[src/rtl/pc_pkg.sv]
// Shared definitions for the program-counter sequencer: op encodings and
// fault flag bit positions.
package pc_pkg;

  localparam logic [2:0] PC_OP_INC    = 3'd0;
  localparam logic [2:0] PC_OP_JUMP   = 3'd1;
  localparam logic [2:0] PC_OP_BRANCH = 3'd2;
  localparam logic [2:0] PC_OP_CALL   = 3'd3;
  localparam logic [2:0] PC_OP_RET    = 3'd4;
  localparam logic [2:0] PC_OP_HOLD   = 3'd5;

  // Encodings 6 and 7 are not named; the sequencer treats them as INC.
  typedef enum logic [2:0] {
    OP_INC    = PC_OP_INC,
    OP_JUMP   = PC_OP_JUMP,
    OP_BRANCH = PC_OP_BRANCH,
    OP_CALL   = PC_OP_CALL,
    OP_RET    = PC_OP_RET,
    OP_HOLD   = PC_OP_HOLD
  } pc_op_e;

  localparam int FAULT_OVF = 0;
  localparam int FAULT_UNF = 1;

endpackage

[src/rtl/pc_return_stack.sv]
// LIFO of return addresses with a depth counter. The caller guarantees that
// push and pop are never asserted together, and never push when full or pop
// when empty.
module pc_return_stack #(
  parameter int ADDR_W      = 8,
  parameter int STACK_DEPTH = 4
) (
  input  logic              clk,
  input  logic              reset_n,
  input  logic              push,
  input  logic              pop,
  input  logic [ADDR_W-1:0] din,
  output logic [ADDR_W-1:0] dout,
  output logic              empty,
  output logic              full
);

  localparam int CW = $clog2(STACK_DEPTH + 1);
  localparam int IW = (STACK_DEPTH > 1) ? $clog2(STACK_DEPTH) : 1;

  logic [ADDR_W-1:0] mem [STACK_DEPTH];
  logic [CW-1:0]     count;
  logic [IW-1:0]     wr_idx;
  logic [IW-1:0]     rd_idx;

  // The next free slot is at count; the top entry sits one below it.
  assign wr_idx = IW'(count);
  assign rd_idx = IW'(count - CW'(1));
  assign dout   = mem[rd_idx];
  assign empty  = (count == '0);
  assign full   = (count == CW'(STACK_DEPTH));

  // Depth counter: clearing it on reset is enough to discard every entry.
  always_ff @(posedge clk) begin
    // NOTE: sequential state uses non-blocking assignments so every register
    // samples the pre-edge values, independent of block ordering.
    if (!reset_n) begin
      count <= '0;
    end else if (push) begin
      count <= count + CW'(1);
    end else if (pop) begin
      count <= count - CW'(1);
    end
  end

  // Entry storage written on push.
  always_ff @(posedge clk) begin
    // NOTE: the array has no reset; entries above count are never read, so
    // clearing them would only add reset fan-out.
    if (push) begin
      mem[wr_idx] <= din;
    end
  end

endmodule

[src/rtl/pc_sequencer.sv]
// Fetch-stage program counter: increment, absolute jump, relative branch,
// call/return through a hardware stack, hold and stall, with sticky
// overflow/underflow flags.
module pc_sequencer
  import pc_pkg::*;
#(
  parameter int                ADDR_W      = 8,
  parameter int                STACK_DEPTH = 4,
  parameter logic [ADDR_W-1:0] RESET_VEC   = '0
) (
  input  logic              clk,
  input  logic              reset_n,
  input  logic              en,
  input  logic [2:0]        op,
  input  logic [ADDR_W-1:0] target,
  input  logic [ADDR_W-1:0] offset,
  output logic [ADDR_W-1:0] pc,
  output logic              stack_empty,
  output logic              stack_full,
  output logic [1:0]        fault
);

  logic [ADDR_W-1:0] pc_next;
  logic [ADDR_W-1:0] pc_inc;
  logic [ADDR_W-1:0] stack_top;
  logic [1:0]        fault_next;
  logic              push;
  logic              pop;

  assign pc_inc = pc + ADDR_W'(1);

  pc_return_stack #(
    .ADDR_W      (ADDR_W),
    .STACK_DEPTH (STACK_DEPTH)
  ) u_stack (
    .clk     (clk),
    .reset_n (reset_n),
    .push    (push),
    .pop     (pop),
    .din     (pc_inc),
    .dout    (stack_top),
    .empty   (stack_empty),
    .full    (stack_full)
  );

  // Next-PC mux, stack control and fault update; a stall leaves everything
  // at its current value.
  always_comb begin
    // NOTE: every output of this block gets a default first, so no path can
    // leave one unassigned and infer a latch.
    pc_next    = pc;
    fault_next = fault;
    push       = 1'b0;
    pop        = 1'b0;
    if (en) begin
      case (op)
        OP_JUMP:   pc_next = target;
        OP_BRANCH: pc_next = pc + offset;
        OP_CALL: begin
          if (!stack_full) begin
            push    = 1'b1;
            pc_next = target;
          end else begin
            pc_next               = pc_inc;
            fault_next[FAULT_OVF] = 1'b1;
          end
        end
        OP_RET: begin
          if (!stack_empty) begin
            pop     = 1'b1;
            pc_next = stack_top;
          end else begin
            pc_next               = pc_inc;
            fault_next[FAULT_UNF] = 1'b1;
          end
        end
        OP_HOLD:   pc_next = pc;
        default:   pc_next = pc_inc;
      endcase
    end
  end

  // PC and sticky fault registers; reset wins over en and op.
  always_ff @(posedge clk) begin
    if (!reset_n) begin
      pc    <= RESET_VEC;
      fault <= 2'b00;
    end else begin
      pc    <= pc_next;
      fault <= fault_next;
    end
  end

endmodule

[config.mk]
export PLATFORM = sky130hd
export DESIGN_NAME = pc_sequencer
export DESIGN_NICKNAME = d
export VERILOG_FILES = /design/src/rtl/pc_pkg.sv /design/src/rtl/pc_return_stack.sv /design/src/rtl/pc_sequencer.sv
export SDC_FILE = /design/constraint.sdc
export NUM_CORES = 1
export LEC_CHECK = 0
export ABC_AREA = 1
export BUFFER_PORTS_ARGS = -buffer_cell sky130_fd_sc_hd__buf_2
export CAP_MARGIN = 20
export CORE_ASPECT_RATIO = 0.5
export CORE_UTILIZATION = 55
export DETAILED_ROUTE_END_ITERATION = 7
export PLACE_DENSITY_LB_ADDON = 0.25
export SYNTH_ARGS = -nofsm -noshare
export SYNTH_HDL_FRONTEND = slang
export SYNTH_SLANG_ARGS = --single-unit
[constraint.sdc]
create_clock -name clk -period 2.25 [get_ports clk]
set_clock_uncertainty 0.05 [all_clocks]
set_input_delay 0.5625 -clock clk [delete_from_list [all_inputs] [get_ports clk]]
set_output_delay 0.5625 -clock clk [all_outputs]
set_load 0.02 [all_outputs]
==> results of run 1 <==
-- through the flow --
step / power (mW) / cell area [um^2] / worst slack, ps / hold WS, ps / util (%)
2_1_floorplan: 1.20 / 2660 / 311 / 473 / -
3_3_place_gp: 1.29 / 2920 / 206 / 400 / 64.7
3_5_place_dp: 1.30 / 2920 / 164 / 407 / 64.7
4_1_cts: 1.88 / 3030 / 194 / 427 / 67.1
5_1_grt: 1.96 / 3030 / 37.2 / 435 / 67.1
6_report: 1.88 / 3030 / 198 / 422 / 67.1
-- state kept, by name (all words and copies together), names as in the netlist --
| register | flops |
|---|---|
| pc | 8 |
| fault | 2 |
| u_stack.count | 3 |
| u_stack.mem | 32 |
-- routing by layer --
layer	track usage (%)	share of wire, %	vias to the layer above
met2	42.2	46	60
li1	-	-	1140
met1	35.0	47	1021
met5	0	0	-
met3	6.02	6.7	6
met4	6.28	0.77	0
-- placed cells by master, fill, tap and decap left out, types with 2 or more instances in the layout --
cell type   n
nand2_1    87
nor2_1     36
buf_2      33
edfxtp_1   32
nand3_1    29
inv_1      24
a21oi_1    17
ha_1       13
dfxtp_1    13
inv_2      10
o21ai_1    10
nand2_2     8
o21ai_0     6
buf_4       6
nor2_4      5
clkbuf_8    5
xor2_1      4
nand4_1     4
nand3_2     3
inv_4       2
a31oi_1     2
-- worst max-delay path, cell delays in order (launching register included) --
cell and delay [ps]:
dfxtp_1 350, inv_1 110, ha_1 270, inv_2 80, nor2_4 140, buf_2 190
-- cell families (layout without fill, tap and decap cells) --
kind of cell	after synthesis	count (layout)	share of synthesized area [%]
buffers and inverters	40	83	6.36
adder cells (fa/ha/maj)	14	14	6.88
flip-flops	45	45	46.0
AO/OA/AOI/OAI	39	39	7.82
XOR/XNOR	5	5	1.93
AND/OR/NAND/NOR	178	178	31.0
-- cell type report --
class | count | area [um^2] | share of cell area [%]
multi-input cells | 236 | 1260 | 41.8
flip-flops and latches | 45 | 1220 | 40.4
repair buffers | 39 | 210 | 6.95
inverters | 36 | 140 | 4.63
well taps | 66 | 82.6 | 2.73
clock buffers | 6 | 72.6 | 2.40
clock inverters | 2 | 33.8 | 1.12
-- report_power, final --
part	internal (mW)	leakage (nW)	switching, mW
Clock	0.328	0.0528	0.264
Sequential	0.915	0.398	0.0295
Combinational	0.118	0.924	0.223
-- worst min-delay path by stage --
stage	startpoint	end	slack (ps)	depth (start not counted)
global placement	fault[1]$_SDFFE_PN0P_	fault[1]$_SDFFE_PN0P_	400	2
finish	fault[0]$_SDFFE_PN0P_	fault[0]$_SDFFE_PN0P_	420	2
CTS	fault[0]$_SDFFE_PN0P_	fault[0]$_SDFFE_PN0P_	430	2
global route	fault[0]$_SDFFE_PN0P_	fault[0]$_SDFFE_PN0P_	440	2
detailed placement	fault[0]$_SDFFE_PN0P_	fault[0]$_SDFFE_PN0P_	410	2
floorplan	u_stack.count[1]$_SDFFE_PN0P_	u_stack.count[1]$_SDFFE_PN0P_	470	2
==> impl_results.md, run 1 <==
- Status: completed
- Slew Limit Fails: 0
- Num CTS Buffers: 5
- Synthesized area: ~2700 um^2
- Hold_buf cts: 0
- Grt total ovfl: 0
- Kind of start point of the critical path: register
- TritonCTS clock tree: done
- Synth Flop Type: edfxtp_1
- DRC errors left: 0
- Worst EP arrival: 1440 ps
- Fmax: just under 0.5 GHz
- Placed cell count: ~420
- Worst hold-check path type: register to register
- Async S/R FF share, synth: 0%
- Fin Setup TNS: 0 ps
- EDFF count, synth: 32
- PortBufs: 33
- #FFs+latches synth: 45
- Drt pass-1 iters: 4
- Synthesized instance count: 321
- FF-to-FF End: pc[3]$_SDFFE_PN0P_
- Non-filler cells, final: 430
- Area Overhead vs Synth: 13.9%
- Synth top area cells: edfxtp_1 (36%), nand2_1 (12%), dfxtp_1 (9.8%), ha_1 (6.1%), nand3_1 (5.5%)
- Vias post-DR: 2227
- Syn. warnings: 0
- Leakage: 1.37 nW
- Die Y-Extent: 51.1 um
- Maximum buffer depth of the clock tree: 2
- Worst setup path start: u_stack.count[1]$_SDFFE_PN0P_
- Root Buffer: clkbuf_8
- Final setup fails: 0
- Post-DP HPWL: approximately 4500 um
- # resized after CTS: 0
- Fin crit period: 2050 ps
- Vias in the first global route: 2042
- Rows: 17
- Peak supply drop: 0.000352 V
- Initial antenna violation count: 0
- Seq/Total Area, Yosys: 46.0%
- Clk pin slew, worst setup/hold paths: 90 ps
- Die W: 100 um
- Synth Area per Inst: 8.27 um^2
- Total track usage: roughly 26%
- Core region area: 4510 um^2
- Wirelength per Cell: 13.7 um
- Fill cells: ~390
- Final GP Congestion: around 0.89
- Worst Max-Slew Pin Slew: 461 ps
- Yosys top cell area share: between 30% and 40%
- Max cap viols: 0
- Reg2reg start: u_stack.count[1]$_SDFFE_PN0P_
- Setup slack, reg-to-reg: between 200 and 300 ps
- N_diodes: 0
- RSZ-0062 raised after global routing: false
- First-pass GRT wire length: roughly 9600 um
- Setup bufs post-CTS: 0
- Vias/cell: 5.18
- Synthesized Nets: 357
- Clock Latency Late Sink: 300 ps
- R2r worst-path depth: 10
- Final WL: 5870 um
- Critical Path End Type: output pin
- Synth top cells by count: nand2_1 (87), nor2_1 (36), edfxtp_1 (32), nand3_1 (29), inv_1 (24)
- WS Path Type: register to output pin
- Fin crit share: 91.2%
- Clock Sinks: 45
- Pwr/cell area: 621 nW/um^2
- Cell taking the most area after synthesis: edfxtp_1
- Fraction of layout cells with a size suffix above 1: 21.7%
- Cell variety after synth: 33
- CTS H-Tree Depth: 2
- WP data required: 1640 ps
- Nets@finish: 399
- Largest net degree at the start of global routing: 20
- # IOs: 34
- Fin. Hold Viols: 0
- Worst slew margin: between 60 and 70%
- Initial Util: 58.9%
- Crit path to: stack_empty
- Final antenna-violating net count: 0
- Crit path max fanout: 4
- Most common cell in the netlist: nand2_1
- Die ar.: 5130 um^2
- DR iter-0 viols: ~100
No activity file was read; power rests on OpenSTA's default activity.
==> run 2: changes to the inputs <==
--- a/config.mk
+++ b/config.mk
@@ -9,6 +9,7 @@
 export BUFFER_PORTS_ARGS = -buffer_cell sky130_fd_sc_hd__buf_2
 export CAP_MARGIN = 20
 export CORE_ASPECT_RATIO = 0.5
+export CORE_MARGIN = 3
 export CORE_UTILIZATION = 55
 export DETAILED_ROUTE_END_ITERATION = 7
 export PLACE_DENSITY_LB_ADDON = 0.25
==> impl_results.md, run 2 (synthesis gave the netlist of run 1 again) <==
- Leakage: 1.37 nW
- Core region area: 4530 um^2
- Worst hold-check path type: register to register
- Worst setup path start: u_stack.count[1]$_SDFFE_PN0P_
- R2r worst-path depth: 10
- Final WL: 5990 um
- Final antenna-violating net count: 0
- RSZ-0062 raised after global routing: false
- Max reg flops: 32
- Setup slack, reg-to-reg: 250 ps
- DRC errors left: 0
- Initial Util: 58.6%
- Crit path to: stack_empty
- Status: completed
- CP peak stage delay: 350 ps
- PortBufs: 33
- CTS H-Tree Depth: 2
- Largest register by flop count: u_stack.mem
- Largest net degree at the start of global routing: 20
- N_diodes: 0
- Clock Sinks: 45
- Non-filler cells, final: roughly 430
- Crit path depth: 5
- Fin crit period: roughly 2000 ps
- Vias in the first global route: 2053
- Slowest CP cell: dfxtp_1
- Reg2reg start: u_stack.count[1]$_SDFFE_PN0P_
- Worst EP arrival: 1420 ps
- Crit path cell chain: inv_1 -> ha_1 -> inv_2 -> nor2_4 -> buf_2
- Grt total ovfl: 0
- Slew Limit Fails: 0
- Pwr/cell area: 588 nW/um^2
- Nets@finish: 400
- Vias/cell: 5.21
- Initial antenna violation count: 0
- Fin Setup TNS: 0 ps
- DR iter-0 viols: 117
- FF-to-FF End: pc[3]$_SDFFE_PN0P_
- Area of the multi-input gates: ~1300 um^2
- Setup bufs post-CTS: 0
- First-pass GRT wire length: 9690 um
- Wirelength per Cell: 13.9 um
- Fill cells: 387
- Die Y-Extent: around 55 um
- Kind of start point of the critical path: register
- TritonCTS clock tree: done
- Peak supply drop: between 0.0002 and 0.0003 V
- Vias post-DR: 2246
- Max cap viols: 0
- Fmax: 0.493 GHz
- Area Overhead vs Synth: 13.5%
- Most frequent cells in the layout: nand2_1 (87), nor2_1 (36), buf_2 (33)
- Crit-path leading delay family: buffers and inverters
- Critical Path End Type: output pin
- Fraction of layout cells with a size suffix above 1: between 20% and 30%
- Rows: 17
- Clk pin slew, worst setup/hold paths: 90 ps
- Worst Max-Slew Pin Slew: 517 ps
- Crit path max fanout: 4
- Fin. Hold Viols: 0
- Commonest non-fill, non-tap cell in the layout: nand2_1
- WS Path Type: register to output pin
- Root Buffer: clkbuf_8
- Dpl cell area: 2930 um^2
- Maximum buffer depth of the clock tree: 2
- Final setup fails: 0
- Die ar.: 5750 um^2
- Register Area: 1220 um^2
- Finished Cell Area: 3010 um^2
- Placed cell count: about 420
- Die W: 104 um
- # resized after CTS: 0
- Num CTS Buffers: 5
- Final GP Congestion: 0.826
- Worst path bufs/invs: 3
- Largest registers: u_stack.mem: 32 flops, pc: 8 flops, u_stack.count: 3 flops
- Total track usage: 22.4%
- Clock Latency Late Sink: approximately 290 ps
- Hold_buf cts: 0
- Post-DP HPWL: 4640 um
- # IOs: 34
- WP data required: roughly 1600 ps
- Worst slew margin: between 60% and 70%
- Fin crit share: 90.1%
- Drt pass-1 iters: 4
[run 2: cell types whose count changed in the layout (fill, tap and decap cells not counted)]
cell / previous run / this run
buf_4: 6 / 7
bufinv_16: 1 / 0
clkbuf_1: 1 / 0
clkinv_2: 0 / 1
clkinv_4: 0 / 1
[run 2: layer usage]
| layer | global-route usage, % | wire, um |
|---|---|---|
| met1 | 29.5 | 2740 |
| met2 | 39.3 | 2750 |
| met3 | 4.52 | 462 |
| met4 | 5.08 | 34 |
| met5 | 0 | 0 |
[run 2: power breakdown]
| group | switching (mW) | total (mW) | internal, mW | leakage [nW] |
|---|---|---|---|---|
| Clock | 0.266 | 0.481 | 0.215 | 0.0455 |
| Sequential | 0.0271 | 0.942 | 0.915 | 0.398 |
| Combinational | 0.228 | 0.348 | 0.120 | 0.929 |
| Total | 0.521 | 1.77 | 1.25 | 1.37 |
[run 2: area by class of cell]
cell class	instances	share of cell area (%)
Multi-Input combinational cell	236	42.0
Clock buffer	5	2.28
Inverter	36	4.65
Sequential cell	45	40.5
Clock inverter	3	0.581
Tap cell	66	2.74
Timing Repair Buffer	40	7.23
[run 2: worst min path at each step]
stage	depth (start not counted)	to	startpoint	slack (ps)
floorplan	2	u_stack.count[1]$_SDFFE_PN0P_	u_stack.count[1]$_SDFFE_PN0P_	470
global placement	2	fault[1]$_SDFFE_PN0P_	fault[1]$_SDFFE_PN0P_	400
detailed placement	2	fault[0]$_SDFFE_PN0P_	fault[0]$_SDFFE_PN0P_	410
CTS	2	fault[0]$_SDFFE_PN0P_	fault[0]$_SDFFE_PN0P_	430
global route	2	fault[1]$_SDFFE_PN0P_	fault[1]$_SDFFE_PN0P_	480
finish	2	fault[0]$_SDFFE_PN0P_	fault[0]$_SDFFE_PN0P_	420
[run 2: worst reg2reg max path, stage by stage, from the launching register on]
cell and delay (ps):
dfxtp_1 390, inv_1 100, ha_1 470, inv_2 240
nand3_1 100, nand2_1 110, nor2_1 50, a21oi_1 170
nand2_1 80, nor2_1 90, nor2_1 40
[run 2: stage by stage]
step,setup slack (ps),total power [mW],util [%],hold slack (ps)
finish,222,1.77,66.5,420
global route,61.4,1.86,66.5,480
CTS,205,1.77,66.5,427
detailed placement,145,1.31,64.6,407
global placement,207,1.29,64.6,399
floorplan,311,1.20,-,473
